$ cat config.mk
export PLATFORM = sky130hd
export DESIGN_NAME = phase_timer_hp
export DESIGN_NICKNAME = d
export VERILOG_FILES = /design/src/rtl/phase_timer_hp_pkg.sv /design/src/rtl/phase_timer_hp_sec_pulse_timer.sv /design/src/rtl/phase_timer_hp.sv
export SDC_FILE = /design/constraint.sdc
export NUM_CORES = 1
export LEC_CHECK = 0
export BUFFER_PORTS_ARGS = -buffer_cell sky130_fd_sc_hd__buf_4
export CORE_MARGIN = 2
export CORE_UTILIZATION = 52
export DETAILED_ROUTE_END_ITERATION = 10
export PLACE_DENSITY = 0.82
export SYNTH_ARGS = -nofsm -noshare
export SYNTH_HDL_FRONTEND = slang
export SYNTH_SLANG_ARGS = --single-unit
$ cat constraint.sdc
create_clock -name CLK -period 2.1 [get_ports CLK]
set_input_delay 0.105 -clock CLK [delete_from_list [all_inputs] [get_ports CLK]]
set_output_delay 0.105 -clock CLK [all_outputs]
set_load 0.005 [all_outputs]
$ cat src/rtl/phase_timer_hp_pkg.sv
// Shared definitions for the game-control FSM and its phase timer / HP responder.
package phase_timer_hp_pkg;

  // Control FSM state codes
  localparam logic [3:0] READY    = 4'h2;
  localparam logic [3:0] QUESTION = 4'h3;
  localparam logic [3:0] INPUT    = 4'h4;
  localparam logic [3:0] DRAW     = 4'h6;
  localparam logic [3:0] WRONG    = 4'h7;
  localparam logic [3:0] GOOD     = 4'h8;
  localparam logic [3:0] OUCH     = 4'h9;
  localparam logic [3:0] WIN      = 4'hA;
  localparam logic [3:0] LOSE     = 4'hB;

  // HP_OUT win/lose codes returned to the FSM
  localparam logic [1:0] HP_GAMEON = 2'b00;
  localparam logic [1:0] HP_WIN    = 2'b01;
  localparam logic [1:0] HP_LOSE   = 2'b10;

  // Result-display states that last one second; everything else, illegal codes included, is untimed
  function automatic logic is_timed(input logic [3:0] state);
    logic timed;
    timed = 1'b0;
    case (state)
      DRAW, WRONG, GOOD, OUCH, WIN, LOSE: timed = 1'b1;
      READY, QUESTION, INPUT:             timed = 1'b0;
      default:                            timed = 1'b0;
    endcase
    return timed;
  endfunction

endpackage

$ cat src/rtl/phase_timer_hp_sec_pulse_timer.sv
// One-second timer: counts from 1 up to CLK_HZ while run is held, emits a single
// registered pulse on reaching CLK_HZ, then holds until run drops or start restarts it.
module sec_pulse_timer
  import phase_timer_hp_pkg::*;
#(
  parameter int CLK_HZ = 8
) (
  input  logic CLK,
  input  logic RST,
  input  logic start,
  input  logic run,
  output logic pulse,
  output logic busy
);

  localparam int CW = $clog2(CLK_HZ + 1);
  localparam logic [CW-1:0] CNT_END  = CW'(CLK_HZ);
  localparam logic [CW-1:0] CNT_LAST = CW'(CLK_HZ - 1);

  logic [CW-1:0] cnt;
  logic          advance;

  // A count in progress steps forward only while the same timed state persists
  assign advance = run && !start && (cnt != '0) && (cnt < CNT_END);

  // Counter and terminal pulse; the pulse fires only on the step into CLK_HZ, so it cannot repeat
  always_ff @(posedge CLK) begin
    if (RST) begin
      cnt   <= '0;
      pulse <= 1'b0;
    end else begin
      pulse <= advance && (cnt == CNT_LAST);
      if (!run) begin
        cnt <= '0;
      end else if (start) begin
        cnt <= CW'(1);
      end else if (advance) begin
        cnt <= cnt + CW'(1);
      end
    end
  end

  assign busy = (cnt != '0) && (cnt != CNT_END);

endmodule

$ cat src/rtl/phase_timer_hp.sv
// Phase timer and HP keeper that answers the game-control FSM: times the result
// states (CNT1S), tracks both players' HP and reports win/lose on HP_OUT.
module phase_timer_hp
  import phase_timer_hp_pkg::*;
#(
  parameter int CLK_HZ  = 8,
  parameter int HP_INIT = 3
) (
  input  logic       CLK,
  input  logic       RST,
  input  logic [3:0] STATE,
  output logic       CNT1S,
  output logic [1:0] HP_OUT,
  output logic [2:0] MY_HP,
  output logic [2:0] OPP_HP,
  output logic       BUSY
);

  localparam logic [2:0] HP_RELOAD = 3'(HP_INIT);

  logic [3:0] prev_q;
  logic       entry;
  logic       timed;

  // Any change of STATE is an entry, timed-to-timed included
  assign entry = (STATE != prev_q);
  assign timed = is_timed(STATE);

  // Previous-state register for edge detection; READY after reset so READY is not an entry
  always_ff @(posedge CLK) begin
    if (RST) begin
      prev_q <= READY;
    end else begin
      prev_q <= STATE;
    end
  end

  // HP bookkeeping: hits decrement with saturation, leaving WIN/LOSE for READY starts a new game
  always_ff @(posedge CLK) begin
    if (RST) begin
      MY_HP  <= HP_RELOAD;
      OPP_HP <= HP_RELOAD;
    end else if (entry) begin
      if (STATE == GOOD) begin
        if (OPP_HP != 3'd0) OPP_HP <= OPP_HP - 3'd1;
      end else if (STATE == OUCH) begin
        if (MY_HP != 3'd0) MY_HP <= MY_HP - 3'd1;
      end else if ((STATE == READY) && ((prev_q == WIN) || (prev_q == LOSE))) begin
        MY_HP  <= HP_RELOAD;
        OPP_HP <= HP_RELOAD;
      end
    end
  end

  // Win/lose decode straight off the HP registers; own defeat outranks opponent defeat
  always_comb begin
    HP_OUT = HP_GAMEON;
    if (MY_HP == 3'd0) begin
      HP_OUT = HP_LOSE;
    end else if (OPP_HP == 3'd0) begin
      HP_OUT = HP_WIN;
    end
  end

  sec_pulse_timer #(
    .CLK_HZ(CLK_HZ)
  ) u_timer (
    .CLK  (CLK),
    .RST  (RST),
    .start(entry && timed),
    .run  (timed),
    .pulse(CNT1S),
    .busy (BUSY)
  );

endmodule
==> results_dict.tcl <==
set metrics [dict create \
    cp_slowest_stage_delay_ps 360 \
    power_per_cell_area_nw_per_um2 535.2 \
    clock-root-buffer "clkbuf_4" \
    hp-start "STATE[1]" \
    arrival_ps 1890 \
    yosysWarnings 0 \
    crit_path_max_fanout 3 \
    maxCapViolCount 0 \
    timing.fmax_mhz 583.2 \
    vias 671 \
    vdd_drop_max_mv 0.3596 \
    tns_ps 0 \
    final_common_cell "buf_4" \
    multi_input_area_um2 462.9 \
    synth.avg_cell_area_um2 9.124 \
    worst_pin_slew_ps 510.1 \
    synth-edff-count 0 \
    antenna_found_initial 0 \
    endpoint_kind "flip-flop" \
    fillers 122 \
    grt_pass1_wl_mm 2.711 \
    fin_area_um2 974.7 \
    die_h_um 43.52 \
    final_hold_viol_count 0 \
    wirelength_mm 1.549 \
    slew_violations 0 \
    post-route-drc-count 0 \
    grt_pass1_vias 670 \
    reg2reg_from "OPP_HP[0]$_SDFFE_PP1P_" \
    ys_types 35 \
    drive_above_1_share_pct 24.07 \
    top_layer "met4" \
    yosysSeqAreaShare_pct 36.98 \
    clkLatencyLatePin_ps 280 \
    met2_length_um 713 \
    drtIter0Drc 4 \
    clock_path_buffers 2 \
    path_clk_slew_ps 90 \
    async_reset_ff_share_pct 0 \
    dr_wl_met3_um 76 \
    final_cell_mix "buf_4, dfxtp_1, inv_1" \
    synth_ff_type "dfxtp_1" \
    hold_buffers 0 \
    placement.io_buffers 15 \
    place_area_um2 948.4 \
    synthesis.nets 101 \
    drtAntennaViolNets 0 \
    critical_path_class "flip-flop to flip-flop" \
    numCtsBuffers 3 \
    synthesis.area_um2 812.0 \
    via_per_inst 5.411 \
    outcome "complete, no violations" \
    setup_violations 0 \
    grt_use_total_pct 19.48 \
    critPathSlowestCell "dfxtp_1" \
    crit_top_cell "ha_1" \
    postCtsSetupRepairBufs 0 \
    p_leak_uw 0.0004413 \
    cts_tree "yes" \
    overflow 0 \
    die_w_um 43.52 \
    max_slew_margin_pct 65.52 \
    startpoint "OPP_HP[0]$_SDFFE_PP1P_" \
    period_needed_ps 1715 \
    routabilityCongestion 0.8100 \
    finalNetCount 121 \
    htree_levels 1 \
    netlist_instances 89 \
    pre_cts_slack_ps 392.6 \
    core_um2 1489 \
    drt_first_pass_iters 4 \
    reg2reg_setup_slack_ps 390 \
    diodes 0 \
    grt_max_degree 15 \
    path_cells "inv_1 -> ha_1 -> ha_1 -> or2_1 -> a21oi_2 -> mux2_2" \
    start_util_pct 54.54 \
    dieArea_um2 1894 \
    fin_util_pct 65.46 \
    ioPinCount 16 \
    ys_ff_latch 15 \
    worst_slack_ps 385.4 \
    worstPathRequired_ps 2270 \
    dp_hpwl_mm 1.206 \
    wl_per_cell_um 12.49 \
    finalCritPeriodShare_pct 81.65 \
    seqCellArea_um2 300.3 \
    ctsResizeCount 0 \
    cts_num_sinks 15 \
    wl_met1_um 733 \
    rows 14 \
    fin_skew_ps 2.210 \
    rsz0062_at_grt "no" \
    syn_to_final_growth_pct 20.03 \
    worstSetupStartpointType "flip-flop" \
    worstHoldPathType "input pin to flip-flop" \
]
[critical path, delay by kind of cell, from the launching register on]
kind | cells | cell delay, ps
compound gates | 1 | 210
fa+ha+maj | 2 | 370
buf+inv | 1 | 70
flops | 1 | 360
mux | 1 | 350
simple gates | 1 | 250
[metrics by stage]
| step | hold slack [ps] | power (uW) | instances |
|---|---|---|---|
| 2_1_floorplan | 211.6 | 340.1 | 89 |
| 3_3_place_gp | 351.0 | 363.2 | 120 |
| 3_5_place_dp | 354.7 | 365.6 | 120 |
| 4_1_cts | 58.76 | 526.9 | 124 |
| 5_1_grt | 74.20 | 546.9 | 124 |
| 6_report | 66.98 | 521.7 | 124 |
[synth_stat cells, types with 3 or more instances]
| cell type | n | share of area, % |
|---|---|---|
| xnor2_1 | 6 | 6.5 |
| ha_1 | 6 | 9.2 |
| inv_1 | 12 | 5.5 |
| nor2b_1 | 4 | 3.1 |
| nor2_1 | 8 | 3.7 |
| mux2i_1 | 3 | 3.7 |
| dfxtp_1 | 15 | 37 |
[registers in the layout (all words and copies together) (netlist names)]
signal         cells
prev_q             4
MY_HP              3
u_timer.cnt        4
OPP_HP             3
u_timer.pulse      1
[worst paths after layout]
check                                   to  depth (start not counted)
setup / recovery    OPP_HP[2]$_SDFFE_PP0P_                          6
hold / removal        prev_q[1]$_SDFF_PP1_                          2
setup reg to reg    OPP_HP[2]$_SDFFE_PP0P_                          6
hold reg to reg   u_timer.pulse$_SDFF_PP0_                          2
[layer usage]
metal | global-route usage, % | vias up
met5 | 0 | -
met4 | 11.52 | 0
met3 | 3.333 | 4
met2 | 31.34 | 16
met1 | 24.42 | 308
li1 | - | 343
[final cells by class]
cell class                 count  share of cell area, %
clock buffer                   4                  2.696
inverter                      12                  4.621
multi-input combinational     61                  47.50
sequential                    15                  30.81
tap                           16                  2.054
timing repair buffer          16                  12.32
[kinds of logic (layout without fill, tap and decap cells)]
family,after synthesis,count (layout),synth area share [%]
simple gates,34,34,25.12
xor+xnor,6,6,6.471
buf+inv,13,32,6.008
fa+ha+maj,6,6,9.245
flops,15,15,36.98
compound gates,11,11,11.10
mux,4,4,5.085
[report_power, final]
group	total (uW)	internal [uW]	switching, uW	leakage (uW)
sequential	297	291	5.50	0.000122
combinational	63.2	30.6	32.6	0.000304
clock	162	73.7	88.2	0.0000150
No activity file was read; power rests on OpenSTA's default activity.
